[config.mk]
export PLATFORM = sky130hd
export DESIGN_NAME = input_vc_arbiter
export DESIGN_NICKNAME = d
export VERILOG_FILES = /design/src/rtl/input_arb_pkg.sv /design/src/rtl/rr_arbiter.sv /design/src/rtl/input_vc_arbiter.sv
export SDC_FILE = /design/constraint.sdc
export NUM_CORES = 1
export LEC_CHECK = 0
export ABC_CLOCK_PERIOD_IN_PS = 3210
export BUFFER_PORTS_ARGS = -buffer_cell sky130_fd_sc_hd__buf_2
export CORE_ASPECT_RATIO = 0.6
export CORE_MARGIN = 2
export CORE_UTILIZATION = 50
export CTS_BUF_LIST = sky130_fd_sc_hd__clkbuf_4
export CTS_CLUSTER_SIZE = 8
export DETAILED_ROUTE_END_ITERATION = 8
export GPL_ROUTABILITY_DRIVEN = 1
export HOLD_SLACK_MARGIN = 0.15
export PLACE_DENSITY = 0.9
export SLEW_MARGIN = 30
export SYNTH_ARGS = -nofsm -noshare
export SYNTH_HDL_FRONTEND = slang
export SYNTH_SLANG_ARGS = --single-unit
[constraint.sdc]
create_clock -name clk -period 3.21 [get_ports clk]
set_clock_uncertainty 0.05 [all_clocks]
set_input_delay 0.642 -clock clk [delete_from_list [all_inputs] [get_ports clk]]
set_output_delay 0.642 -clock clk [all_outputs]
set_load 0.05 [all_outputs]
[src/rtl/input_arb_pkg.sv]
// Shared types and helpers for the per-input-port VC arbiter.
package input_arb_pkg;

    typedef enum logic [1:0] {
        IDLE = 2'd0,
        REQ  = 2'd1,
        XFER = 2'd2
    } arb_state_e;

    // Priority class that a flat VC index belongs to.
    function automatic int unsigned class_of(input int unsigned vc, input int unsigned vc_num);
        return vc / vc_num;
    endfunction

endpackage

[src/rtl/rr_arbiter.sv]
// Round-robin arbiter over N requesters: first request at or after the pointer wins, wrapping at N.
module rr_arbiter #(
    parameter int N  = 3,
    parameter int PW = (N > 1) ? $clog2(N) : 1
) (
    input  logic [N-1:0]  req_i,
    input  logic [PW-1:0] ptr_i,
    output logic [N-1:0]  grant_o,
    output logic          any_o,
    output logic [PW-1:0] idx_o
);

    logic [N-1:0] masked;
    logic [N-1:0] search;
    logic         found;

    // Requests at or above the pointer are searched first; if none, the whole vector is the wrap-around.
    always_comb begin
        // NOTE: every combinational output gets a default first so no path leaves it unassigned, which would infer a latch.
        masked  = '0;
        grant_o = '0;
        idx_o   = '0;
        found   = 1'b0;
        for (int i = 0; i < N; i++) begin
            masked[i] = req_i[i] && (i >= int'(ptr_i));
        end
        search = (|masked) ? masked : req_i;
        for (int i = 0; i < N; i++) begin
            if (search[i] && !found) begin
                found      = 1'b1;
                grant_o[i] = 1'b1;
                idx_o      = PW'(i);
            end
        end
    end

    assign any_o = |req_i;

endmodule

[src/rtl/input_vc_arbiter.sv]
// Per-input-port VC arbiter: strict priority across classes, round-robin within a class,
// request/hold toward the switch allocator until the granted packet's last beat.
module input_vc_arbiter
    import input_arb_pkg::*;
#(
    parameter  int VC_NUM     = 3,
    parameter  int PRIO_NUM   = 2,
    parameter  int OUTPUT_NUM = 8,
    localparam int V          = VC_NUM * PRIO_NUM,
    localparam int DW         = $clog2(OUTPUT_NUM),
    localparam int VW         = $clog2(V)
) (
    input  logic          clk,
    input  logic          reset,
    input  logic [V-1:0]  i_has_packet,
    input  logic [DW-1:0] i_dest      [V-1:0],
    input  logic [VW-1:0] i_output_vc [V-1:0],
    input  logic          i_cts,
    input  logic          i_last,
    output logic          o_req,
    output logic [DW-1:0] o_dest,
    output logic [VW-1:0] o_output_vc,
    output logic [VW-1:0] o_selected_vc,
    output logic          o_busy
);

    localparam int PW = (VC_NUM > 1) ? $clog2(VC_NUM) : 1;

    arb_state_e state_q, state_d;

    logic [PW-1:0]     rr_ptr_q [PRIO_NUM];
    logic [PW-1:0]     rr_ptr_d [PRIO_NUM];
    logic [VW-1:0]     sel_vc_q, sel_vc_d;
    logic [DW-1:0]     dest_q, dest_d;
    logic [VW-1:0]     ovc_q, ovc_d;

    logic [VC_NUM-1:0] cls_grant [PRIO_NUM];
    logic [PRIO_NUM-1:0] cls_any;
    logic [PW-1:0]     cls_idx   [PRIO_NUM];

    logic [V-1:0]      win_oh;
    logic [VW-1:0]     win_vc;
    logic [DW-1:0]     win_dest;
    logic [VW-1:0]     win_ovc;

    logic              pick;
    logic              complete;
    int unsigned       sel_class;
    int unsigned       sel_local;
    int unsigned       next_local;

    for (genvar p = 0; p < PRIO_NUM; p++) begin : g_class
        rr_arbiter #(
            .N  (VC_NUM),
            .PW (PW)
        ) u_rr (
            .req_i   (i_has_packet[p*VC_NUM +: VC_NUM]),
            .ptr_i   (rr_ptr_q[p]),
            .grant_o (cls_grant[p]),
            .any_o   (cls_any[p]),
            .idx_o   (cls_idx[p])
        );
    end

    // Higher classes are visited later, so the highest pending class overrides lower ones.
    always_comb begin
        win_oh   = '0;
        win_vc   = '0;
        win_dest = '0;
        win_ovc  = '0;
        for (int p = 0; p < PRIO_NUM; p++) begin
            if (cls_any[p]) begin
                win_oh                       = '0;
                win_oh[p*VC_NUM +: VC_NUM]   = cls_grant[p];
                win_vc                       = VW'(p * VC_NUM) + VW'(cls_idx[p]);
            end
        end
        for (int v = 0; v < V; v++) begin
            if (win_oh[v]) begin
                win_dest = i_dest[v];
                win_ovc  = i_output_vc[v];
            end
        end
    end

    assign pick     = (state_q == IDLE) && (|i_has_packet);
    assign complete = ((state_q == REQ) && i_cts && i_last) ||
                      ((state_q == XFER) && i_last);

    always_comb begin
        state_d = state_q;
        unique case (state_q)
            IDLE: begin
                if (|i_has_packet) state_d = REQ;
            end
            REQ: begin
                if (i_cts)                          state_d = i_last ? IDLE : XFER;
                else if (!i_has_packet[sel_vc_q])   state_d = IDLE;
            end
            XFER: begin
                if (i_last) state_d = IDLE;
            end
            default: state_d = IDLE;
        endcase
    end

    always_comb begin
        o_req  = (state_q == REQ);
        o_busy = (state_q == XFER);
    end

    always_comb begin
        sel_vc_d = sel_vc_q;
        dest_d   = dest_q;
        ovc_d    = ovc_q;
        if (pick) begin
            sel_vc_d = win_vc;
            dest_d   = win_dest;
            ovc_d    = win_ovc;
        end
    end

    // The pointer moves past the finished VC only; a dropped request leaves it in place.
    always_comb begin
        sel_class  = class_of(32'(sel_vc_q), VC_NUM);
        sel_local  = 32'(sel_vc_q) - sel_class * VC_NUM;
        next_local = (sel_local + 1 == VC_NUM) ? 0 : sel_local + 1;
        for (int p = 0; p < PRIO_NUM; p++) begin
            rr_ptr_d[p] = rr_ptr_q[p];
            if (complete && (sel_class == p)) rr_ptr_d[p] = PW'(next_local);
        end
    end

    always_ff @(posedge clk or posedge reset) begin
        // NOTE: sequential state uses non-blocking assignments so every register samples pre-edge values.
        if (reset) state_q <= IDLE;
        else       state_q <= state_d;
    end

    always_ff @(posedge clk or posedge reset) begin
        if (reset) begin
            // NOTE: the pointer array is a handful of control flops, not storage, so it is reset with the FSM.
            for (int p = 0; p < PRIO_NUM; p++) rr_ptr_q[p] <= '0;
            sel_vc_q <= '0;
            dest_q   <= '0;
            ovc_q    <= '0;
        end else begin
            for (int p = 0; p < PRIO_NUM; p++) rr_ptr_q[p] <= rr_ptr_d[p];
            sel_vc_q <= sel_vc_d;
            dest_q   <= dest_d;
            ovc_q    <= ovc_d;
        end
    end

    assign o_selected_vc = sel_vc_q;
    assign o_dest        = dest_q;
    assign o_output_vc   = ovc_q;

endmodule

==> metrics, run 1 <==
status finished, final reports clean; largest net degree at the start of global routing 19; CP delay by family, top adder cells; share of layout cells above drive strength 1 0.366; Max Root-Sink Buffers 2; post-route ant nets 0; hold_buf cts 0; CTS tree yes; Max Fanout on Critical Path 5; combined area of the multi-input logic cells 911 sq um; fin worst setup slack 245 ps; top cells by count, synth dfrtp_1, nand3_1, inv_1; WL/cell 15.2 microns; Final Max Tran Viols 0; antenna cells 0; leading area contributor after synthesis dfrtp_1; cell mode on critical path ha_1; Synth Area in Simple Gates 0.226; Synth Warn # 0; die area between 3000 and 4000 sq um; fraction of synthesized cell area in xor and xnor cells 0.00640; syn_nets ~220; crit end category flop; Synth area leaders dfrtp_1, ha_1, nand3_1; Avg Inst Size Synth 8.66 sq um; Peak VDD IR 0.000560 V; switching power around 0.0009 W; Area growth syn-to-layout 24.9%; Slew headroom 0.592; Async S/R FF share, synth 1.00; Yosys reg bits 15; ys flop type dfrtp_1; worst reg-to-reg path cell count 12; Starting Density 0.535; Ports 57; WP buf/inv 2; clk_lat worst skew 290 ps; Leak 0.828 nW; multiplexer area fraction after synthesis 0.0567; max cap viols 0; Synth top area share 0.274; total number of vias 1441; Vias per Instance 5.81; clock sink total 15; WP data arrival 3100 ps; flop-to-flop setup slack 250 ps; gr usage total 0.243; die span in y 44.5 microns; sw frac 0.527; Site Rows 14; sequential power share 0.223; I/O Buffers 56; Crit Path Class reg2reg; Post-Synth Adder-Cell Area 0.106; Die X approximately 72 microns; sequential share of the synthesized area 0.274; setup bufs post-CTS 0; area of the placeable core 2560 sq um; Internal 0.000802 W; Synth cell types 37; number of nets in the layout 274; total CTS buffers 3; Critical Path RT 3340 ps; Synth Instances 158; Hold WC Path Type in2async; global route total overflow 0; Root Buffer clkbuf_4; sum of negative setup slack 0 ps; vias in the first global route 1259; register area about 380 sq um; initial antenna violation count 0; fmax between 300 and 400 MHz; drt pass-1 iters 4; DP Wirelength between 2 and 3 mm; launching point of the worst reg2reg path o_selected_vc[1]; RSZ-0062 raised after global routing false; main combinational cell family by area after synthesis compound AO/OA/AOI/OAI gates; Critical Path Start Type flop; final count of hold timing violations 0; Initial DRC Count 105; CP max stage cell dfrtp_2; measured slew at the worst slew-check pin 611 ps; final setup fails 0; combinational cell fraction of total power 0.705; post-synthesis compound-gate area fraction 0.268; first-pass GRT wire length ~5.9 mm; clk slew on worst S/H paths 100 ps; fill cell count between 200 and 250; Clk pwr share 0.072; number of enable flip-flop cells after synthesis 0; GP Congestion between 0.8 and 0.9; clock period minus worst slack 2960 ps; Mapped Area approximately 1400 sq um; CP max stage delay 450 ps; PwrDens 991 nW/um^2; residual DRC count 0; CP Cell Sequence inv_1 -> nand2_1 -> o21ai_2 -> ha_1 -> ha_1 -> inv_1 -> ha_1 -> fa_1 -> ha_1 -> nor3_1 -> a21boi_0 -> mux2_2; Place WS 136 ps; DRT Wirelength between 3 and 4 mm; htree depth 1; R2R Path End rr_ptr_q[0]; Final Cycle Share 0.924
[placed cells by master (no fill, tap or decap), types with 4 or more instances in the layout]
| cell | synthesis | layout |
|---|---|---|
| nor2_1 | 11 | 11 |
| dfrtp_1 | 15 | 14 |
| a22oi_1 | 6 | 6 |
| o2111ai_1 | 6 | 6 |
| inv_1 | 13 | 13 |
| nand3_1 | 15 | 15 |
| a21oi_1 | 7 | 7 |
| nand2_1 | 8 | 8 |
| o31ai_1 | 5 | 5 |
| or2b_1 | 5 | 5 |
| a31oi_1 | 6 | 6 |
| mux2_2 | 4 | 4 |
| buf_2 | 3 | 56 |
| ha_1 | 10 | 10 |
| clkbuf_4 | 0 | 4 |
| or2_2 | 6 | 6 |
[registers in the layout, indices dropped and copies added (netlist names)]
signal and cells:
rr_ptr_q 4, o_dest 3, o_output_vc 3, o_selected_vc 3, state_q 2
[worst max-delay path by stage]
| stage | from | to | slack (ps) | depth (start not counted) |
|---|---|---|---|---|
| after floorplan | o_selected_vc[0] | rr_ptr_q[0] | 3 | 11 |
| after CTS | o_selected_vc[1] | rr_ptr_q[0] | 140 | 11 |
| after global routing | o_selected_vc[1] | rr_ptr_q[0] | 40 | 12 |
| after detailed placement | o_selected_vc[1] | rr_ptr_q[0] | 140 | 11 |
| final | o_selected_vc[1] | rr_ptr_q[0] | 250 | 12 |
| after global placement | o_selected_vc[2] | rr_ptr_q[1] | 290 | 10 |
[power groups by stage]
stage | combinational, W | sequential (W) | clock, W
after global placement | 0.00115 | 0.000368 | 0
after detailed placement | 0.00117 | 0.000377 | 0
after global routing | 0.00134 | 0.000388 | 0.000132
final | 0.00119 | 0.000378 | 0.000122
after floorplan | 0.000712 | 0.000562 | 0
after CTS | 0.00119 | 0.000372 | 0.000122
[logic make-up after synthesis]
family,count (synthesis)
XOR/XNOR,1
AO/OA/AOI/OAI,49
buffers and inverters,18
AND/OR/NAND/NOR,58
adder cells (fa/ha/maj),11
flip-flops,15
multiplexers,6
[stage by stage]
stage | util | cell area (sq um) | hold slack [ps] | total power [W] | instances
2_1_floorplan | - | 1370 | 420 | 0.00127 | 158
3_3_place_gp | 0.655 | 1680 | 442 | 0.00152 | 244
3_5_place_dp | 0.655 | 1680 | 450 | 0.00155 | 244
4_1_cts | 0.667 | 1710 | 375 | 0.00168 | 248
5_1_grt | 0.668 | 1710 | 393 | 0.00186 | 248
6_report | 0.668 | 1710 | 357 | 0.00169 | 248
[layout make-up]
cell class,count,area share
Tap cell,32,0.0234
Inverter,13,0.0286
Sequential cell,15,0.220
Clock buffer,4,0.0176
Multi-Input combinational cell,125,0.533
Timing Repair Buffer,59,0.177
[timing repair]
| action | 4_1_cts | 5_1_grt |
|---|---|---|
| endpoints found under the setup margin | 0 | 4 |
| gates resized for setup | 0 | 2 |
| endpoints found under the hold margin | 0 | 0 |
[metal layers]
| metal | vias to the layer above | global-route usage | share of wire |
|---|---|---|---|
| met5 | - | 0 | 0 |
| met4 | 0 | 0.0453 | 0.013 |
| met3 | 6 | 0.0547 | 0.069 |
| met2 | 69 | 0.344 | 0.44 |
| met1 | 657 | 0.378 | 0.48 |
| li1 | 709 | - | - |
Power figures use the tool's default switching activity.
==> run 2: changes to the inputs <==
Settings changed: BUFFER_PORTS_ARGS -buffer_cell sky130_fd_sc_hd__buf_2 to -buffer_cell sky130_fd_sc_hd__buf_4, PLACE_DENSITY 0.9 to 0.83.
==> run 2 against run 1 <==
  * Cell count unchanged
  * Setup slack got worse by 40 ps
  * Combinational power increased by 8%
  * Power increased by 5.1%
  * Worst hold slack improved by 2.2 ps
  * Via count increased by 2.0%
  * Global-route usage increased by 2.2 points
  * Maximum frequency decreased by 1.3%
  * Die area unchanged
  * Sequential share of layout area decreased by 1.7 points
  * Sequential cell count unchanged
  * Critical path type unchanged
  * Critical endpoint unchanged
==> metrics, run 2 (synthesis gave the netlist of run 1 again) <==
fill cell count 208 (-5.5%); Leak 0.871 nW (+5.2%); Max Root-Sink Buffers 2 (unchanged); drt pass-1 iters 4 (unchanged); die area 3190 sq um (unchanged); global route total overflow 0 (unchanged); WL/cell 16.7 microns (+9.9%); worst reg-to-reg path cell count 12 (unchanged); combined area of the multi-input logic cells 911 sq um (unchanged); Clk pwr share 0.069 (-0.003); Worst setup endpoint rr_ptr_q[0]; Slew headroom 0.565 (-0.0273); I/O Buffers 56 (unchanged); Critical path origin o_selected_vc[1]; sequential power share 0.213 (-0.010); gr usage total 0.265 (+0.0218); Placed Area 1820 sq um (+8.4%); Initial DRC Count 115 (+9.5%); final setup fails 0 (unchanged); GP Congestion 1.00 (+20%); flop-to-flop setup slack 210 ps (-40 ps); Critical Path Start Type flop; largest net degree at the start of global routing 18 (-1); WP data arrival 3150 ps (+50 ps); CP Cell Sequence inv_1 -> nand2_1 -> o21ai_2 -> ha_1 -> ha_1 -> inv_1 -> ha_1 -> fa_1 -> ha_1 -> nor3_1 -> a21boi_0 -> mux2_2; CTS tree yes; area of the placeable core 2560 sq um (unchanged); Starting Density 0.535 (unchanged); setup bufs post-CTS 0 (unchanged); sum of negative setup slack 0 ps (unchanged); Ports 57 (unchanged); max cap viols 0 (unchanged); vias in the first global route 1373 (+9.1%); antenna cells 0 (unchanged); Site Rows 14 (unchanged); Hold WC Path Type in2async; die span in y 44.5 microns (unchanged); cell mode on critical path ha_1; clock sink total 15 (unchanged); htree depth 1 (unchanged); clk_lat worst skew 300 ps (about the same); CP max stage delay 450 ps (about the same); register area 377 sq um (unchanged); share of layout cells above drive strength 1 0.366 (unchanged); Peak VDD IR 0.000518 V (-7.5%); Final Max Tran Viols 0 (unchanged); Area growth syn-to-layout 35.1%; CP max stage cell dfrtp_2; measured slew at the worst slew-check pin 648 ps (+37.3 ps); final count of hold timing violations 0 (unchanged); Crit Path Class reg2reg; sw frac 0.520 (-0.00638); PwrDens 963 nW/um^2 (-2.8%); R2R Path End rr_ptr_q[0]; switching power 0.000927 W (+3.8%); number of nets in the layout 274 (unchanged); initial antenna violation count 0 (unchanged); crit end category flop; status finished, final reports clean; DP Wirelength 3.29 mm (+11%); first-pass GRT wire length 6.42 mm (+8.4%); RSZ-0062 raised after global routing false; most frequent cells in the layout buf_4, nand3_1, dfrtp_1, inv_1, nor2_1; Vias per Instance 5.93 (+2.0%); residual DRC count 0 (unchanged); max reg flops 4 (unchanged); combinational cell fraction of total power 0.718 (+0.013); clk slew on worst S/H paths 110 ps (about the same); cell area after layout 1850 sq um (+8.2%); Max Fanout on Critical Path 5 (unchanged); commonest non-fill, non-tap cell in the layout buf_4; clock period minus worst slack 3000 ps (+39.9 ps); Most flops, register rr_ptr_q; fmax 333 MHz (-1.3%); Critical Path RT 3350 ps (about the same); DRT Wirelength 4.14 mm (+9.9%); total number of vias 1470 (+2.0%); post-route ant nets 0 (unchanged); Final Cycle Share 0.936 (+0.0124); Root Buffer clkbuf_4; Internal 0.000854 W (+6.5%); launching point of the worst reg2reg path o_selected_vc[1]; total CTS buffers 3 (unchanged); Die X 71.5 microns (unchanged)
-- run 2: cell count changes in the layout (fill, tap and decap cells not counted), sizes merged --
cell,delta
clkbuf,-1
clkinvlp,+1
-- run 2: final cells by class --
cell class,instances,area share
repair buffers,59,0.240
well taps,32,0.0217
clock buffers,3,0.0122
multi-input cells,125,0.493
clock inverters,1,0.00406
flip-flops and latches,15,0.204
inverters,13,0.0264
-- run 2: timing repair --
item / CTS / global route
hold buffers: 0 / 0
endpoints found under the setup margin: 0 / 4
resized for setup: 0 / 2
-- run 2: power by group through the flow --
stage	combinational, W	clock, W	sequential (W)
floorplan	0.000712	0	0.000562
global placement	0.00122	0	0.000368
CTS	0.00127	0.000126	0.000373
detailed placement	0.00126	0	0.000378
global route	0.00140	0.000136	0.000390
finish	0.00128	0.000124	0.000379
-- run 2: worst min-delay path by stage --
stage               start              to  slack [ps]  cells after the start
3_3_place_gp   state_q[1]      state_q[0]         440                      1
5_1_grt             reset       o_dest[0]         400                      2
6_report            reset  o_output_vc[0]         360                      2
2_1_floorplan  state_q[1]      state_q[0]         420                      1
3_5_place_dp   state_q[1]      state_q[0]         460                      1
4_1_cts             reset  o_output_vc[2]         380                      2
-- run 2: stage by stage --
step | hold WS, ps | util | setup WS, ps | std cells | power (W)
2_1_floorplan | 420 | - | 2.71 | 158 | 0.00127
3_3_place_gp | 440 | 0.710 | 276 | 244 | 0.00158
3_5_place_dp | 464 | 0.710 | 94.1 | 244 | 0.00164
4_1_cts | 382 | 0.722 | 75.4 | 248 | 0.00177
5_1_grt | 400 | 0.723 | 24.9 | 248 | 0.00193
6_report | 359 | 0.723 | 205 | 248 | 0.00178
-- run 2: worst max-delay path: cells and delay by family, from the launching register on --
family	cells	cell delay (ps)
AO/OA/AOI/OAI	2	240
buffers and inverters	2	150
adder cells (fa/ha/maj)	5	1420
multiplexers	1	280
AND/OR/NAND/NOR	2	300
flip-flops	1	450
-- run 2: per-layer routing --
| metal | wire, microns | GRT usage | part of all wire | vias up |
|---|---|---|---|---|
| met4 | 28 | 0.0717 | 0.0068 | 0 |
| met5 | 0 | 0 | 0 | - |
| li1 | - | - | - | 708 |
| met3 | 451 | 0.125 | 0.11 | 6 |
| met1 | 1850 | 0.372 | 0.45 | 674 |
| met2 | 1810 | 0.365 | 0.44 | 82 |
==> run 3: changes to the inputs <==
Settings changed: ABC_AREA set to 1, PLACE_DENSITY 0.83 to 0.82.
==> run 3 against run 2 <==
  * Non-clock buffer count down 3
  * Worst hold slack worse by 1.1 ps
  * Via count up 4.6%
  * Combinational power down 9%
  * Cell count up 26%
  * Global-route usage down 1.8 points
  * Synthesized cell count up 41%
  * Sequential power down 7.9%
  * Largest cell class unchanged
==> metrics, run 3 <==
Vias per Instance 4.91 (-17%); total number of vias 1537 (+4.6%); Most flops, register rr_ptr_q; DP Wirelength 3.09 mm (-6.0%); clock period minus worst slack 2910 ps (-99.4 ps); first-pass GRT wire length 6.14 mm (-4.4%); clk slew on worst S/H paths 100 ps (about the same); Peak VDD IR 0.000731 V (+41%); Final Max Tran Viols 0 (unchanged); max reg flops 4 (unchanged); leading area contributor after synthesis dfrtp_1; die area 3250 sq um (+2.0%); Crit Path Class reg2reg; PwrDens 868 nW/um^2 (-9.9%); max cap viols 0 (unchanged); syn_nets 279 (+30%); drt pass-1 iters 4 (unchanged); I/O Buffers 56 (unchanged); CTS tree yes; WP data arrival 3070 ps (-80 ps); most frequent cell after synthesis nand2_1; DRT Wirelength 3.73 mm (-10%); Hold WC Path Type in2async; status finished, final reports clean; flop-to-flop setup slack 300 ps (+100 ps); die span in y 45.0 microns (+0.99%); Post-Synth Adder-Cell Area 0.104 (-0.00228); number of nets in the layout 339 (+24%); post-synthesis compound-gate area fraction 0.112 (-0.156); Avg Inst Size Synth 6.30 sq um (-27%); Max Fanout on Critical Path 5 (unchanged); Critical Path Start Type flop; Ports 57 (unchanged); sum of negative setup slack 0 ps (unchanged); cell area after layout 1890 sq um (+2.1%); measured slew at the worst slew-check pin 582 ps (-66.4 ps); sequential share of the synthesized area 0.268 (-0.00589); Placed Area 1850 sq um (+2.1%); WL/cell 11.9 microns (-29%); Synth cell types 24 (-35%); initial antenna violation count 0 (unchanged); Critical Path RT 3370 ps (+20 ps); Synth Area in Simple Gates 0.395 (+0.170); number of enable flip-flop cells after synthesis 0 (unchanged); residual DRC count 0 (unchanged); Synth area leaders dfrtp_1, nand2_1, inv_1; multiplexer area fraction after synthesis 0 (-0.0567); RSZ-0062 raised after global routing false; ys flop type dfrtp_1; global route total overflow 0 (unchanged); Async S/R FF share, synth 1.00 (unchanged); final count of hold timing violations 0 (unchanged); Synth Warn # 0 (unchanged); largest net degree at the start of global routing 16 (-2); final setup fails 0 (unchanged); main combinational cell family by area after synthesis simple AND/OR/NAND/NOR gates; Slew headroom 0.612 (+0.0467); Synth Instances 222 (+41%); area of the placeable core 2570 sq um (+0.69%); antenna cells 0 (unchanged); vias in the first global route 1351 (-1.6%); clk_lat worst skew 290 ps (about the same); htree depth 1 (unchanged); Initial DRC Count 74 (-36%); Final Cycle Share 0.905 (-0.0310); clock sink total 15 (unchanged); setup bufs post-CTS 0 (unchanged); Die X 72.3 microns (+1.0%); Synth top area share 0.268 (-0.00589); fraction of synthesized cell area in xor and xnor cells 0 (-0.00640); most frequent cells in the layout nand2_1, buf_4, inv_1, nor2_1, dfrtp_1; total CTS buffers 3 (unchanged); GP Congestion 0.849 (-15%); gr usage total 0.247 (-0.0178); share of layout cells above drive strength 1 0.278 (-0.0882); Yosys reg bits 15 (unchanged); top cells by count, synth nand2_1, inv_1, nor2_1; Starting Density 0.543 (+0.00802); Max Root-Sink Buffers 2 (unchanged); Area growth syn-to-layout 35.0% (about the same); crit end category flop; Root Buffer clkbuf_4; Final Util 0.733 (+0.0101); fmax 344 MHz (+3.4%); commonest non-fill, non-tap cell in the layout nand2_1; post-route ant nets 0 (unchanged); Mapped Area 1400 sq um (+2.2%); Site Rows 14 (unchanged); Leak 1.11 nW (+27%)
-- run 3: worst max-delay path, cell delays in order (launching register included) --
cell and delay [ps]:
dfrtp_1 430, nand2_1 160, inv_1 100, a21oi_2 170
ha_1 260, ha_1 280, inv_1 40, ha_1 210
fa_1 380, ha_1 190, nand2_1 70, nor2_1 40
o2111ai_1 210, nand2_1 90, o21ai_0 150
-- run 3: logic make-up (layout without fill, tap and decap cells) --
kind of cell | after synthesis | after routing
compound gates | 27 | 27
flops | 15 | 15
simple gates | 125 | 125
buf+inv | 44 | 103
fa+ha+maj | 11 | 11
-- run 3: final timing paths --
path | end | cells after the start | from
max | rr_ptr_q[1] | 14 | o_selected_vc[2]
min | o_dest[1] | 2 | reset
max reg2reg | rr_ptr_q[1] | 14 | o_selected_vc[2]
min reg2reg | o_output_vc[0] | 2 | o_output_vc[0]
max in group asynchronous | rr_ptr_q[1] | 2 | reset
min in group clk | state_q[1] | 2 | i_last
-- run 3: area by class of cell --
class	count	area, sq um
timing repair buffer	56	420
clock buffer	3	22.5
clock inverter	1	7.51
inverter	43	164
fill	236	687
tap	32	40.0
multi-input combinational	163	858
sequential	15	375
-- run 3: through the flow --
| stage | total power (W) | cells | setup WS (ps) | hold WS (ps) |
|---|---|---|---|---|
| detailed placement | 0.00151 | 309 | 250 | 417 |
| global placement | 0.00149 | 309 | 389 | 415 |
| floorplan | 0.00119 | 222 | 246 | 425 |
| CTS | 0.00163 | 313 | 213 | 369 |
| finish | 0.00164 | 313 | 305 | 358 |
| global route | 0.00184 | 313 | 62.5 | 402 |
-- run 3: metal layers --
metal	up-vias	GRT usage	part of all wire
met4	0	0.0264	0.0021
li1	809	-	-
met5	-	0	0
met2	64	0.356	0.40
met1	662	0.369	0.48
met3	2	0.0871	0.12
-- run 3: power breakdown --
part,internal [W],switching [W]
clock network,0.0000474,0.0000675
logic,0.000409,0.000765
registers,0.000277,0.0000728
-- run 3: repair_timing --
action / CTS / global route
setup endpoints to repair: 0 / 2
hold buffers: 0 / 0
hold endpoints to repair: 0 / 0
gates resized for setup: 0 / 1
